--- config.mk ---
export PLATFORM = sky130hd
export DESIGN_NAME = car_passage_detector
export DESIGN_NICKNAME = d
export VERILOG_FILES = /design/src/rtl/car_passage_detector.sv
export SDC_FILE = /design/constraint.sdc
export NUM_CORES = 1
export LEC_CHECK = 0
export CAP_MARGIN = 10
export CORE_MARGIN = 4
export CORE_UTILIZATION = 40
export DETAILED_ROUTE_END_ITERATION = 16
export HOLD_SLACK_MARGIN = 0.05
export PLACE_DENSITY = 0.63
export SLEW_MARGIN = 20
export SYNTH_ARGS = -nofsm -noshare
export SYNTH_HDL_FRONTEND = slang
export SYNTH_SLANG_ARGS = --single-unit
--- constraint.sdc ---
create_clock -name clk -period 1.9 [get_ports clk]
set_clock_uncertainty 0.15 [all_clocks]
set_input_delay 0.38 -clock clk [delete_from_list [all_inputs] [get_ports clk]]
set_output_delay 0.38 -clock clk [all_outputs]
set_load 0.01 [all_outputs]
--- src/rtl/car_passage_detector.sv ---
// car_passage_detector: decodes A/B gate sensor sequences into car_in/car_out pulses.
// Define PASSAGE_TIMEOUT_EN to abandon passages stalled in one intermediate state.
module car_passage_detector #(
    parameter int TIMEOUT_CYCLES = 1000000
) (
    input  logic       clk,
    input  logic       reset,
    input  logic [1:0] ab,
    output logic       car_in,
    output logic       car_out,
    output logic       err,
    output logic       timeout,
    output logic       busy
);
    typedef enum logic [2:0] {IDLE, EN1, EN2, EN3, EX1, EX2, EX3, ERR} state_t;
    state_t state, legal_nxt, state_nxt;
    logic expire;
    if (TIMEOUT_CYCLES < 2) begin : g_bad_timeout
        $error("TIMEOUT_CYCLES must be at least 2");
    end
    always_comb begin
        legal_nxt = state;
        case (state)
            IDLE: legal_nxt = ab == 2'b10 ? EN1 : ab == 2'b01 ? EX1 : ab == 2'b11 ? ERR : IDLE;
            EN1:  legal_nxt = ab == 2'b00 ? IDLE : ab == 2'b11 ? EN2 : ab == 2'b01 ? ERR : EN1;
            EN2:  legal_nxt = ab == 2'b10 ? EN1 : ab == 2'b01 ? EN3 : ab == 2'b00 ? ERR : EN2;
            EN3:  legal_nxt = ab == 2'b11 ? EN2 : ab == 2'b00 ? IDLE : ab == 2'b10 ? ERR : EN3;
            EX1:  legal_nxt = ab == 2'b00 ? IDLE : ab == 2'b11 ? EX2 : ab == 2'b10 ? ERR : EX1;
            EX2:  legal_nxt = ab == 2'b01 ? EX1 : ab == 2'b10 ? EX3 : ab == 2'b00 ? ERR : EX2;
            EX3:  legal_nxt = ab == 2'b11 ? EX2 : ab == 2'b00 ? IDLE : ab == 2'b01 ? ERR : EX3;
            default: legal_nxt = ab == 2'b00 ? IDLE : ERR;
        endcase
        state_nxt = expire ? ERR : legal_nxt;
    end
`ifdef PASSAGE_TIMEOUT_EN
    localparam int CNT_W = $clog2(TIMEOUT_CYCLES + 1);
    logic [CNT_W-1:0] cnt;
    // Only a held intermediate state can expire; any transition on that edge wins.
    assign expire = legal_nxt == state && state != IDLE && state != ERR &&
                    cnt == CNT_W'(TIMEOUT_CYCLES - 1);
    always_ff @(posedge clk)
        cnt <= (reset || state_nxt != state || state == IDLE || state == ERR) ? '0 : cnt + 1'b1;
`else
    assign expire = 1'b0;
`endif
    always_ff @(posedge clk) begin
        if (reset) begin
            state   <= IDLE;
            car_in  <= 1'b0;
            car_out <= 1'b0;
            err     <= 1'b0;
            timeout <= 1'b0;
            busy    <= 1'b0;
        end else begin
            state   <= state_nxt;
            car_in  <= state == EN3 && state_nxt == IDLE;
            car_out <= state == EX3 && state_nxt == IDLE;
            err     <= state_nxt == ERR && state != ERR && !expire;
            timeout <= expire;
            busy    <= state_nxt != IDLE;
        end
    end
endmodule
==> metrics.txt, run 1 <==
hold path start=state[2]; global-route wire length before repair=around 2.2 mm; Worst EP required=1.93 ns; global-route met2 utilization=23.6%; arrival time of the worst setup path=1.90 ns; CTS Hold Bufs=0; count of filler cells inserted in the layout=between 100 and 150; Final Instance Area=822 sq um; total clock sinks=7; status=completed; detailed-route DRC error count=0; Leakage=0.000321 uW; number of buffers on the longest clock path=2; post-detailed-placement cell area=717 sq um; highest clock rate=536 MHz; type of the worst setup path=in2reg; Worst-Skew Late Latency=between 0.2 and 0.25 ns; total routing resource utilization after global routing=14.0%; proportion of synthesized chip area in sequential cells=between 20 and 25%; maximum fanout encountered on the critical timing path=4; number of rows in the core area=13; grt ovf=0; Avg Vias per Cell=5.68; endpoint type of the worst setup path=flop; root buffer selected by CTS=sky130_fd_sc_hd__clkbuf_4; mean area per synthesized cell=approximately 8.6 sq um; met1 usage in global routing=17.6%; Total Nets Final=98; initial antenna violation count=0; vias in the first global route=512; number of buffers created by CTS=3; die area=around 2100 sq um; die boundary width=46.0 microns; share of final-layout standard cells stronger than drive strength 1=37.6%; CTS H-tree lvls=1; Mapped Nets=79; Post-Route Setup TNS=0 ns; routed wirelength normalized by instance count=around 14 microns; Post-Synthesis Cell Area=578 sq um; count of yosys warnings during synthesis=0; grt peak-use layer=met2; count of state elements after synthesis=7; largest net degree at the start of global routing=14; core area=1330 sq um; reg-to-reg startpoint=state[1]; DRT Pass-1 Iters=4; count of port buffers added during placement=7; max-capacitance violation count=0; Die Ht=about 46 microns; library cells used by synthesis=34; initial core utilization=a little over two fifths; final setup vio count=0; count of antenna diodes in the layout=0; CTS tree=yes; maximum resistive drop on vdd=between 0.7 and 0.8 mV; total detailed-routing wirelength=about 1.4 mm; via count of the routed design=568; DPL Wire Length=966 microns; I/O Pins=9; GRT met3 Usage=3.56%; launch point of the worst path=ab[1]; number of nets with antenna violations after detailed routing=0; number of hold violations in the final report=0; violation count after the first detailed-route iteration=12; clock transition at the register clock pins on the worst setup and hold paths after CTS=0.05 ns; synthesis-to-finish area growth=42.2%; Hold Slack=0.450 ns; post-route clock period utilization=98.2%; Cells after Synth=67; Placer Congestion=0.844; power density cells=1060 nW/um^2; Hold Path Class=reg2reg; Slew Limit Fails=0; CP Launch Type=primary input; minimum clock period after layout=around 1.9 ns
## logic make-up after synthesis
family | share of synthesized area [%]
and+or+nand+nor | 23.6
AOI/OAI and AO/OA | 24.9
buffers and inverters | 7.58
adders and majority gates | 17.3
DFF | 24.2
muxes | 1.73
other | 0.649
## synthesized netlist by cell type, drive strengths merged
cell / number / share of area [%]
o2111ai: 2 / 3.0
nand4bb: 1 / 1.9
a31oi: 1 / 1.1
inv: 5 / 3.2
dfxtp: 7 / 24
nand2: 4 / 2.6
a21oi: 4 / 3.5
or3b: 1 / 1.5
nand2b: 2 / 2.2
a21o: 1 / 1.3
o31ai: 1 / 1.3
buf: 4 / 4.3
a221o: 1 / 1.7
o31a: 1 / 1.5
o2111a: 1 / 2.2
nor2: 5 / 3.2
mux2i: 1 / 1.7
a32oi: 1 / 1.5
nand4b: 1 / 1.5
or3: 1 / 1.1
o211ai: 1 / 1.3
o32ai: 1 / 1.5
nor3: 1 / 0.86
ha: 8 / 17
nor4: 3 / 4.3
or4b: 1 / 1.7
a221oi: 1 / 1.5
nor2b: 2 / 2.6
a32o: 1 / 1.7
o21ai: 2 / 1.7
conb: 1 / 0.65
## stage by stage
step	setup slack, ns	util [%]	instances	total power, uW
final	0.0347	61.6	100	873
after global routing	-0.00681	61.6	100	942
after CTS	0.0338	59.5	99	810
after detailed placement	-0.497	53.8	95	625
after global placement	-0.459	53.8	95	624
after floorplan	0.0751	-	67	492
## worst max-delay path, stage by stage
cell and delay (ns):
sky130_fd_sc_hd__dlygate4sd2_1 0.26, sky130_fd_sc_hd__buf_6 0.14, sky130_fd_sc_hd__ha_1 0.17, sky130_fd_sc_hd__or3b_1 0.35, sky130_fd_sc_hd__a21o_1 0.21, sky130_fd_sc_hd__o2111a_2 0.19, sky130_fd_sc_hd__buf_4 0.14, sky130_fd_sc_hd__nor2_2 0.06
## cell usage in the layout (no fill, tap or decap), types with 2 or more instances in the layout
master / synthesis / layout
sky130_fd_sc_hd__buf_4: 2 / 10
sky130_fd_sc_hd__ha_1: 8 / 7
sky130_fd_sc_hd__dfxtp_1: 7 / 7
sky130_fd_sc_hd__clkdlybuf4s50_1: 0 / 5
sky130_fd_sc_hd__nor2_1: 5 / 4
sky130_fd_sc_hd__nand2_1: 4 / 4
sky130_fd_sc_hd__a21oi_1: 4 / 4
sky130_fd_sc_hd__inv_1: 5 / 3
sky130_fd_sc_hd__clkbuf_4: 0 / 3
sky130_fd_sc_hd__inv_2: 0 / 2
sky130_fd_sc_hd__o2111ai_2: 0 / 2
sky130_fd_sc_hd__nand2b_1: 2 / 2
sky130_fd_sc_hd__nor4_2: 1 / 2
## worst paths after layout
check / end / slack (ns) / cells after the start
max: state[0] / 0.03 / 8
min: state[2] / 0.45 / 2
max reg2reg: state[0] / 0.11 / 5
min reg2reg: state[2] / 0.45 / 2
## flip-flops by register name, summed over array words and instances, names as in the netlist
signal / flops
busy: 1
state: 3
car_in: 1
err: 1
car_out: 1
## what timing repair did
| item | 4_1_cts | 5_1_grt |
|---|---|---|
| setup buffers | 1 | 1 |
| resized for setup | 14 | 8 |
| cloned | 0 | 0 |
| pin swaps | 7 | 5 |
| endpoints found under the setup margin | 7 | 5 |
## where the power goes
| part | internal, uW | switching (uW) | leakage (uW) |
|---|---|---|---|
| Combinational | 261 | 243 | 0.000249 |
| Sequential | 181 | 60.7 | 0.0000574 |
| Clock | 79.7 | 48.0 | 0.0000150 |
| Total | 521 | 352 | 0.000321 |
## layer usage
metal	vias to the layer above	part of all wire (%)
li1	284	-
met1	278	43
met2	6	55
met3	0	1.9
met4	0	0
met5	-	0
## final cells by class
cell class | instances | area [sq um] | share of cell area (%)
multi-input cells | 51 | 468 | 56.9
repair buffers | 18 | 150 | 18.3
flip-flops and latches | 7 | 140 | 17.0
clock buffers | 4 | 26.3 | 3.20
inverters | 5 | 18.8 | 2.28
well taps | 15 | 18.8 | 2.28
Power figures use the tool's default switching activity.
==> run 2, diff against run 1 <==
Settings changed: REMOVE_ABC_BUFFERS set to 1.
==> run 2 against run 1 <==
Net effect: fmax is 4.2% higher; register-to-register slack improved by 0.02 ns; power shrank 2.6%; utilization is 1.2 points lower; sequential share of layout area rose by 0.34 points; critical path depth did not move; critical endpoint is now car_in; highest routed layer unchanged.
==> metrics.txt, run 2 (same netlist as run 1, synthesis figures left out) <==
Avg Vias per Cell=5.33; Place WS=-0.518 ns; Biggest register=state; count of port buffers added during placement=7; Worst EP required=1.90 ns; grt peak-use layer=met2; most common cell after layout, fill and taps aside=sky130_fd_sc_hd__buf_4; Worst-Skew Late Latency=0.24 ns; highest clock rate=558 MHz; total clock sinks=7; Placer Congestion=approximately 0.75; DPL Wire Length=roughly 940 microns; CP Launch Type=primary input; synthesis-to-finish area growth=39.4%; grt ovf=0; leading cell types in the layout, fill and taps excluded=sky130_fd_sc_hd__buf_4 (14), sky130_fd_sc_hd__dfxtp_1 (7), sky130_fd_sc_hd__ha_1 (6); critical path's top delay family=compound AO/OA/AOI/OAI gates; endpoint type of the worst setup path=flop; status=completed; CTS tree=yes; vias in the first global route=512; core area=around 1300 sq um; number of rows in the core area=13; final cell count without fillers=just over 100; max-capacitance violation count=0; Inst Count DP=98; Die Ht=~46 microns; initial core utilization=a little over two fifths; initial antenna violation count=0; Hold Path Class=reg2reg; total chip power=~850 uW; number of buffer and inverter stages on the critical path=3; post-route clock period utilization=94.2%; number of buffers on the longest clock path=2; fin worst setup slack=0.109 ns; power density cells=1060 nW/um^2; Slew Limit Fails=0; GRT met3 Usage=4.74%; clock transition at the register clock pins on the worst setup and hold paths after CTS=0.05 ns; global-route met2 utilization=22.5%; arrival time of the worst setup path=1.79 ns; maximum cell stage delay along the critical path=around 0.30 ns; Worst path most repeated cell=sky130_fd_sc_hd__buf_4; total routing resource utilization after global routing=14.0%; Leakage=0.000329 uW; total detailed-routing wirelength=1.24 mm; global-route wire length before repair=2.21 mm; violation count after the first detailed-route iteration=6; DRT Pass-1 Iters=4; largest net degree at the start of global routing=13; cell with the biggest individual delay on the critical path=sky130_fd_sc_hd__nor4_2; final setup vio count=0; I/O Pins=9; number of buffers created by CTS=3; root buffer selected by CTS=sky130_fd_sc_hd__clkbuf_4; RSZ-0062 raised after global routing=no; crit-path cells=clkbuf_2, buf_4, ha_2, buf_4, o211ai_1, o31a_1, o2111ai_2, nor4_2; routed wirelength normalized by instance count=12.0 microns; Post-Route Setup TNS=0 ns; max FFs per register=3; detailed-route DRC error count=0; met1 usage in global routing=about a fifth; type of the worst setup path=in2reg; Total Nets Final=101; count of antenna diodes in the layout=0; maximum resistive drop on vdd=0.618 mV; die boundary width=roughly 46 microns; number of hold violations in the final report=0; share of final-layout standard cells stronger than drive strength 1=36.4%; number of nets with antenna violations after detailed routing=0; die area=2120 sq um; via count of the routed design=549; CTS H-tree lvls=1; maximum fanout encountered on the critical timing path=4; minimum clock period after layout=1.79 ns
-- run 2: area by class of cell --
cell class / count / area [sq um]
clock buffers: 4 / 26.3
repair buffers: 21 / 165
inverters: 5 / 18.8
flip-flops and latches: 7 / 140
fillers: 127 / 528
well taps: 15 / 18.8
multi-input cells: 51 / 437
-- run 2: path summary, 6_finish.rpt --
check,endpoint,depth (start not counted),slack (ns),start
setup / recovery,car_in,8,0.11,ab[0]
hold reg to reg,car_out,3,0.48,state[2]
hold / removal,car_out,3,0.48,state[2]
setup reg to reg,err,4,0.13,state[0]
-- run 2: timing repair --
item,4_1_cts,5_1_grt
endpoints found under the hold margin,0,0
gates resized for setup,10,6
hold buffers,0,0
endpoints found under the setup margin,7,5
buffers inserted,0,1
pin swaps,3,4
-- run 2: tightest hold or removal path: cells and delay by family, from the launching register on --
family / cells / cell delay [ns]
DFF: 1 / 0.30
and+or+nand+nor: 3 / 0.28
-- run 2: metrics by stage --
step / area [sq um] / hold WS [ns] / util [%]
global placement: 739 / 0.451 / 55.4
finish: 806 / 0.478 / 60.4
global route: 806 / 0.512 / 60.4
floorplan: 553 / 0.299 / -
detailed placement: 739 / 0.454 / 55.4
CTS: 792 / 0.469 / 59.4
-- run 2: power by group --
part           switching [uW]  total [uW]  internal [uW]  leakage, uW
clock network            48.4         128           79.7    0.0000150
logic                     235         499            264     0.000257
registers                42.7         223            181    0.0000574
-- run 2: layer usage --
metal | vias to the layer above | part of all wire (%) | wire [microns]
li1 | 289 | - | -
met1 | 250 | 49 | 600
met2 | 10 | 48 | 588
met3 | 0 | 3.8 | 47
met4 | 0 | 0 | 0
met5 | - | 0 | 0
